--- src/rtl/mem_stage.sv ---
// Memory-access pipeline stage: passes ALU results through and serialises
// loads/stores over a byte-wide RAM port, stalling upstream while busy.
module mem_stage #(
  parameter int ADDR_W = 32
) (
  input  logic              clk,
  input  logic              rst,
  input  logic              rdy,
  input  logic              valid_i,
  input  logic [6:0]        opcode_i,
  input  logic [2:0]        funct3_i,
  input  logic [4:0]        wd_i,
  input  logic              wreg_i,
  input  logic [31:0]       wdata_i,
  input  logic [ADDR_W-1:0] mem_addr_i,
  input  logic [31:0]       store_data_i,
  input  logic [7:0]        mem_din,
  output logic [7:0]        mem_dout,
  output logic [ADDR_W-1:0] mem_a,
  output logic              mem_wr,
  output logic              stall_req_o,
  output logic              valid_o,
  output logic [4:0]        wd_o,
  output logic              wreg_o,
  output logic [31:0]       wdata_o
);

  localparam logic [6:0] OP_LOAD  = 7'b0000011;
  localparam logic [6:0] OP_STORE = 7'b0100011;

  typedef enum logic [1:0] {IDLE, LOAD, STORE} state_t;

  state_t            state, state_n;
  logic [2:0]        cnt, cnt_n;
  logic [2:0]        f3;
  logic [2:0]        nbytes;
  logic [ADDR_W-1:0] addr;
  logic [ADDR_W-1:0] a_q;
  logic [ADDR_W-1:0] a_cur;
  logic [31:0]       sdata;
  logic [31:0]       lbuf, lbuf_n;
  logic [31:0]       ext;
  logic [7:0]        dout_q;
  logic [7:0]        byte_cur;
  logic [4:0]        wd_q;
  logic              wreg_q;
  logic              is_mem;
  logic              drive;
  logic              ld_done;
  logic              st_done;

  assign is_mem  = (opcode_i == OP_LOAD) || (opcode_i == OP_STORE);
  assign nbytes  = (f3[1:0] == 2'b00) ? 3'd1 :
                   (f3[1:0] == 2'b01) ? 3'd2 : 3'd4;
  assign a_cur   = addr + ADDR_W'(cnt);
  assign byte_cur = sdata[{cnt[1:0], 3'b000} +: 8];
  assign ld_done = (state == LOAD) && (cnt == nbytes);
  assign st_done = (state == STORE) && (cnt == 3'(nbytes - 3'd1));
  assign drive   = ((state == LOAD) && (cnt < nbytes)) ||
                   (state == STORE);

  // While frozen, keep presenting the last address so read data stays aligned.
  assign mem_a    = (drive && rdy) ? a_cur : a_q;
  assign mem_dout = ((state == STORE) && rdy) ? byte_cur : dout_q;
  assign mem_wr   = rdy && (state == STORE);

  always_comb begin
    stall_req_o = 1'b0;
    unique case (state)
      IDLE:    stall_req_o = valid_i && is_mem;
      LOAD:    stall_req_o = cnt < nbytes;
      STORE:   stall_req_o = cnt < 3'(nbytes - 3'd1);
      default: stall_req_o = 1'b0;
    endcase
  end

  always_comb begin
    state_n = state;
    cnt_n   = cnt;
    unique case (state)
      IDLE: begin
        if (valid_i && is_mem) begin
          state_n = (opcode_i == OP_LOAD) ? LOAD : STORE;
          cnt_n   = 3'd0;
        end
      end
      LOAD: begin
        cnt_n = cnt + 3'd1;
        if (ld_done) state_n = IDLE;
      end
      STORE: begin
        cnt_n = cnt + 3'd1;
        if (st_done) state_n = IDLE;
      end
      default: state_n = IDLE;
    endcase
  end

  always_comb begin
    lbuf_n = lbuf;
    if (state == LOAD) begin
      case (cnt)
        3'd1:    lbuf_n[7:0]   = mem_din;
        3'd2:    lbuf_n[15:8]  = mem_din;
        3'd3:    lbuf_n[23:16] = mem_din;
        3'd4:    lbuf_n[31:24] = mem_din;
        default: lbuf_n = lbuf;
      endcase
    end
  end

  always_comb begin
    ext = lbuf_n;
    unique case (1'b1)
      f3[1:0] == 2'b00:
        ext = {{24{~f3[2] & lbuf_n[7]}}, lbuf_n[7:0]};
      f3[1:0] == 2'b01:
        ext = {{16{~f3[2] & lbuf_n[15]}}, lbuf_n[15:0]};
      default:
        ext = lbuf_n;
    endcase
  end

  always_ff @(posedge clk) begin
    if (rst) begin
      state   <= IDLE;
      cnt     <= 3'd0;
      f3      <= 3'd0;
      addr    <= '0;
      sdata   <= 32'd0;
      lbuf    <= 32'd0;
      wd_q    <= 5'd0;
      wreg_q  <= 1'b0;
      a_q     <= '0;
      dout_q  <= 8'd0;
      valid_o <= 1'b0;
      wd_o    <= 5'd0;
      wreg_o  <= 1'b0;
      wdata_o <= 32'd0;
    end else if (rdy) begin
      state   <= state_n;
      cnt     <= cnt_n;
      lbuf    <= lbuf_n;
      valid_o <= 1'b0;
      if (drive) a_q <= a_cur;
      if (state == STORE) dout_q <= byte_cur;
      unique case (state)
        IDLE: begin
          if (valid_i && is_mem) begin
            f3     <= funct3_i;
            addr   <= mem_addr_i;
            sdata  <= store_data_i;
            wd_q   <= wd_i;
            wreg_q <= wreg_i;
          end else if (valid_i) begin
            valid_o <= 1'b1;
            wd_o    <= wd_i;
            wreg_o  <= wreg_i;
            wdata_o <= wdata_i;
          end
        end
        LOAD: begin
          if (ld_done) begin
            valid_o <= 1'b1;
            wd_o    <= wd_q;
            wreg_o  <= wreg_q;
            wdata_o <= ext;
          end
        end
        STORE: begin
          if (st_done) begin
            valid_o <= 1'b1;
            wd_o    <= wd_q;
            wreg_o  <= wreg_q;
            wdata_o <= 32'd0;
          end
        end
        default: ;
      endcase
    end
  end

endmodule
--- config.mk ---
export PLATFORM = sky130hd
export DESIGN_NAME = mem_stage
export DESIGN_NICKNAME = d
export VERILOG_FILES = /design/src/rtl/mem_stage.sv
export SDC_FILE = /design/constraint.sdc
export NUM_CORES = 1
export LEC_CHECK = 0
export CELL_PAD_IN_SITES_DETAIL_PLACEMENT = 1
export CELL_PAD_IN_SITES_GLOBAL_PLACEMENT = 1
export CORE_ASPECT_RATIO = 0.8
export CORE_MARGIN = 1
export CORE_UTILIZATION = 40
export DETAILED_ROUTE_END_ITERATION = 8
export PLACE_DENSITY = 0.95
export SKIP_CTS_REPAIR_TIMING = 1
export SYNTH_ARGS = -nofsm -noshare
export SYNTH_HDL_FRONTEND = slang
export SYNTH_SLANG_ARGS = --single-unit
--- constraint.sdc ---
create_clock -name clk -period 3.9 [get_ports clk]
set_input_delay 0.39 -clock clk [delete_from_list [all_inputs] [get_ports clk]]
set_output_delay 0.39 -clock clk [all_outputs]
set_load 0.05 [all_outputs]
# Word-level counts from Yosys, hierarchy flattened
# Cells that the tools add are included.
classes:
  add_sub_neg: 3
  magnitude_cmp: 2
  eq_ne: 16
  shift: 1
  muxes: 38
  bitwise_logic: 3
  n_reduce_logical: 19
op_table:
  columns: ["op", "count"]
  rows:
  - ["$mux 32", 6]
  - ["$pmux 32 s3", 1]
  - ["$pmux 32 s2", 1]
  - ["$mux 8", 5]
  - ["$add 32x3->32", 1]
  - ["$shiftx 32x6->8", 1]
  - ["$mux 5", 4]
  - ["$pmux 5 s3", 1]
  - ["$ne 2x2->1 const B", 5]
  - ["$mux 3", 3]
  - ["$pmux 1 s3", 3]
  - ["$mux 1", 8]
  - ["$mux 2", 4]
  - ["$eq 7x2->1 const B", 1]
  - ["$eq 7x6->1 const B", 1]
  - ["$eq 3x2->1 const B", 2]
  - ["$eq 3x3->1", 2]
  - ["$logic_and 1x1->1", 6]
  - ["$lt 3x3->1", 2]
  - ["$pmux 2 s3", 1]
  - ["$pmux 3 s2", 1]
  - ["$reduce_and 3->1", 2]
  - ["$reduce_and 6->1", 1]
  - ["$eq 2x1->1 const B", 2]
  - ["other kinds (14)", 18]
totals:
  ff_bits: 189
  inputBits: 124
  output_inout_bits: 81
  wordCells: 96

# Longest topological paths before layout
depth:
  word_depth: 8
  ltp_mapped: 10
  depth_no_buf: 8

# Worst setup path after synthesis
# No wires, ideal clock.
synth_timing:
  kind: "reg-to-output"
  from: "register f3[1]"
  to: "output port mem_a[21]"
  t_arrival_ps: 2799
  t_required_ps: 3510
  path_slack_ps: 711
  stages_incl_launch_ff: 11
  path_buffers: 2
  path_cell_list: "dfxtp_1 buf_4 inv_1 nand2_1 ha_1 nor2b_1 o211a_1 nor2_1 clkbuf_1 nor2_1 a21oi_1"
synth_via:
  elab_chain_len: 8
synth_lines:
  columns: ["element", "line", "rtl"]
  rows:
  - ["start, declared", "35", "logic [2:0] f3;"]
  - ["start signal, assigned", "150", "f3 <= funct3_i;"]
  - ["$eq 2x1->1", "54", "(f3[1:0] == 2'b01) ? 3'd2 : 3'd4;"]
  - ["$mux 3", "54", null]
  - ["$mux 3 (*)", "53", "assign nbytes = (f3[1:0] == 2'b00) ? 3'd1 :"]
  - ["$lt 3x3->1 (*)", "59", "assign drive = ((state == LOAD) && (cnt < nbytes)) ||"]
  - ["$logic_and 1x1->1 (*)", "59", null]
  - ["$logic_or 1x1->1 (*)", "59", null]
  - ["$logic_and 1x1->1 (*)", "63", "assign mem_a = (drive && rdy) ? a_cur : a_q;"]
  - ["$mux 32 (*)", "63", null]
  - ["end, declared", "19", "output logic [ADDR_W-1:0] mem_a,"]
# Every way passes the cells marked *; elsewhere a longest branch is shown, timed or not.

# Worst setup path after layout
layout_timing:
  from: "register f3[1]"
  to: "output port mem_a[13]"
# Same word-level chain as after synthesis.

==> metrics.md <==
| Metric | Value |
|---|---|
| Most common cell in the netlist | `nand2_1` |
| WP data arrival | `roughly 3.3 ns` |
| Number of global-route vias before repair | `8920` |
| Reg clk slew, reported paths | `0.07 ns` |
| Clock buffer count from CTS | `17` |
| Syn_nets | `1253` |
| Final Instance Area | `12100 um2` |
| Ys async rst share | `0%` |
| Post-synthesis sequential area ratio | `41.8%` |
| Starting density of the core | `between 40% and 50%` |
| Buffers on Ports | `204` |
| # fillers | `approximately 2600` |
| Mux contribution to synthesized area | `between 8 and 9%` |
| Final Hold Viols | `0` |
| Largest net degree at the start of global routing | `110` |
| Post-Syn Instances | `~1100` |
| Final setup violation count | `0` |
| Main synth FF type | `dfxtp_1` |
| Synth Area in Compound Gates | `14.7%` |
| Worst Path Required | `roughly 3.5 ns` |
| Total gr overflow | `0` |
| Area of the mapped netlist | `9040 um2` |
| 1st-iter DRT viols | `645` |
| Number of clock sinks | `around 190` |
| Crit Path Max Fanout | `19` |
| Setup crit end kind | `output pin` |
| Via density | `5.47` |
| H-tree depth | `4` |
| Vias | `8657` |
| CTS Buffer Depth | `2` |
| Leak pwr | `4.12 nW` |
| Fin crit period | `3.67 ns` |
| FF+latch area | `about 3800 um2` |
| Post-synthesis simple-gate area fraction | `25.4%` |
| Hold/Removal Path Class | `flop to flop` |
| Tot GR Track Use | `26.7%` |
| Final Skew | `0.00941 ns` |
| Layout Utilization | `a little under three fifths` |
| XOR/XNOR share of the synthesized area | `2.91%` |
| Maximum vdd drop | `0.211 mV` |
| CP Launch Type | `flop` |
| Initial antenna violation count | `1` |
| Placer Congestion | `0.871` |
| Clk_lat worst skew | `~0.43 ns` |
| Number of flops mapped to enable cells by yosys | `0` |
| Post-Place Cell Area | `11600 um2` |
| Critical path's slowest cell | `dfxtp_2` |
| Fin crit share | `94.0%` |
| Multi-input logic area | `4880 um2` |
| WL/cell | `19.3 um` |
| Worst-path cell chain | `inv_1 -> nand2_1 -> ha_1 -> nor2b_1 -> o211a_1 -> nor2_4 -> buf_4 -> nor2_1 -> a21oi_1 -> buf_12` |
| Kind of critical path | `flop to output pin` |
| Count of pins over their slew limit | `0` |
| Nets | `about 1400` |
| I/O pins | `205` |
| Ranking of synthesized cells by area | `dfxtp_1 42%, nand2_1 11%, a21oi_1 8.5%` |
| Die W | `170 um` |
| Area Growth Syn to Fin | `34.1%` |
| #FFs+latches synth | `189` |
| Die height | `136 um` |
| Crit path largest cell delay | `around 0.55 ns` |
| Adder-Cell Fraction of Synth Area | `under 10%` |
| Post-Route WL | `30.6 mm` |
| DR DRC count | `0` |
| Post-route ant nets | `0` |
| Fmax | `273 MHz` |
| Slew @ Worst Pin | `0.891 ns` |
| Synth top area share | `around two fifths` |
| Core Area | `about 22000 um2` |
| Mean post-synth cell area | `8.15 um2` |
| Post-synth top cells | `257 x nand2_1, 189 x dfxtp_1, 153 x a21oi_1` |
| Slew headroom | `40.6%` |
| First-pass GRT wire length | `48.3 mm` |
| RSZ-0062 raised after global routing | `no` |
| Leading area contributor after synthesis | `dfxtp_1` |
| Status | `finished clean` |
| FP Rows | `48` |
| HPWL after detailed placement | `21.7 mm` |
| Root Buffer | `clkbuf_16` |
| Synth warn | `0` |
| Total power divided by cell area | `339 nW/um2` |
| Share of layout cells above drive strength 1 | `about a tenth` |
| Main combinational cell family by area after synthesis | `simple AND/OR/NAND/NOR gates` |
| DIE AREA | `between 20000 and 25000 um2` |
| Max cap viols | `0` |
| TritonCTS clock tree | `built` |
| Cell variety after synth | `58` |
| Total iterations of the first detailed-routing run | `5` |
-- cells in the final DEF (no fill, tap or decap), types with 24 or more instances in the layout --
master / instances
nand2_1: 257
dfxtp_1: 188
clkdlybuf4s50_1: 171
a21oi_1: 153
nor2_1: 69
mux2i_1: 40
nand3_1: 38
a211oi_1: 36
nor2b_1: 33
nand4_1: 30
buf_12: 29
nor3_1: 24
-- path summary, 6_finish.rpt --
kind	startpoint	cells after the start	end	slack, ns
worst max-delay path	f3[1]$_SDFFE_PP0P_	10	mem_a[13]	0.23
worst min-delay path	wd_q[3]$_SDFFE_PP0P_	2	wd_q[3]$_SDFFE_PP0P_	0.46
worst max register to register	cnt[1]$_SDFFE_PP0P_	8	wdata_o[14]$_SDFFE_PP0P_	0.98
worst min register to register	wd_q[3]$_SDFFE_PP0P_	2	wd_q[3]$_SDFFE_PP0P_	0.46
-- worst max-delay path: cells and delay by family (launching register included) --
| family | cells | cell delay (ns) |
|---|---|---|
| AND/OR/NAND/NOR | 4 | 0.85 |
| AO/OA/AOI/OAI | 2 | 0.51 |
| flip-flops | 1 | 0.55 |
| buffers and inverters | 3 | 0.68 |
| adder cells (fa/ha/maj) | 1 | 0.24 |
-- power by group --
part	internal (mW)	switching [mW]	total (mW)
Clock	0.904	0.796	1.70
Sequential	1.96	0.0174	1.97
Combinational	0.203	0.236	0.439
Total	3.06	1.05	4.11
-- cell families after synthesis --
kind of cell | Yosys count
AOI/OAI and AO/OA | 222
xor gates and xnor gates | 30
adders and majority gates | 20
buffers and inverters | 96
DFF | 189
muxes | 61
other | 1
and+or+nand+nor | 490
-- layout make-up --
type,instances,area share [%]
antenna,1,0.0206
clock buffer,20,3.68
clock inverter,12,0.918
inverter,15,0.464
multi-input combinational,824,40.3
sequential,189,31.2
tap,300,3.09
timing repair buffer,223,20.4
-- routing by layer --
layer / global-route usage [%] / vias up / share of wire [%]
met4: 7.46 / 0 / 1.4
met5: 0 / - / 0
met3: 4.72 / 27 / 4.3
li1: - / 4144 / -
met2: 44.0 / 226 / 48
met1: 35.9 / 4260 / 46
-- flip-flops by register name (all words and copies together) (netlist names) --
signal   cells
a_q         32
addr        32
lbuf        32
sdata       32
wdata_o     32
dout_q       8
wd_o         5
wd_q         5
cnt          3
f3           3
state        2
valid_o      1
wreg_o       1
wreg_q       1
-- metrics by stage --
stage	worst slack (ns)	cells	hold WS [ns]	total power, mW	TNS (ns)
floorplan	0.711	1109	0.433	2.23	0
global placement	0.637	1551	0.441	2.44	0
detailed placement	0.408	1551	0.447	2.45	0
CTS	-0.0490	1583	0.457	4.14	-0.195
global route	0.0334	1583	0.472	4.24	0
finish	0.233	1584	0.457	4.11	0
(Power assumes the default switching activity.)
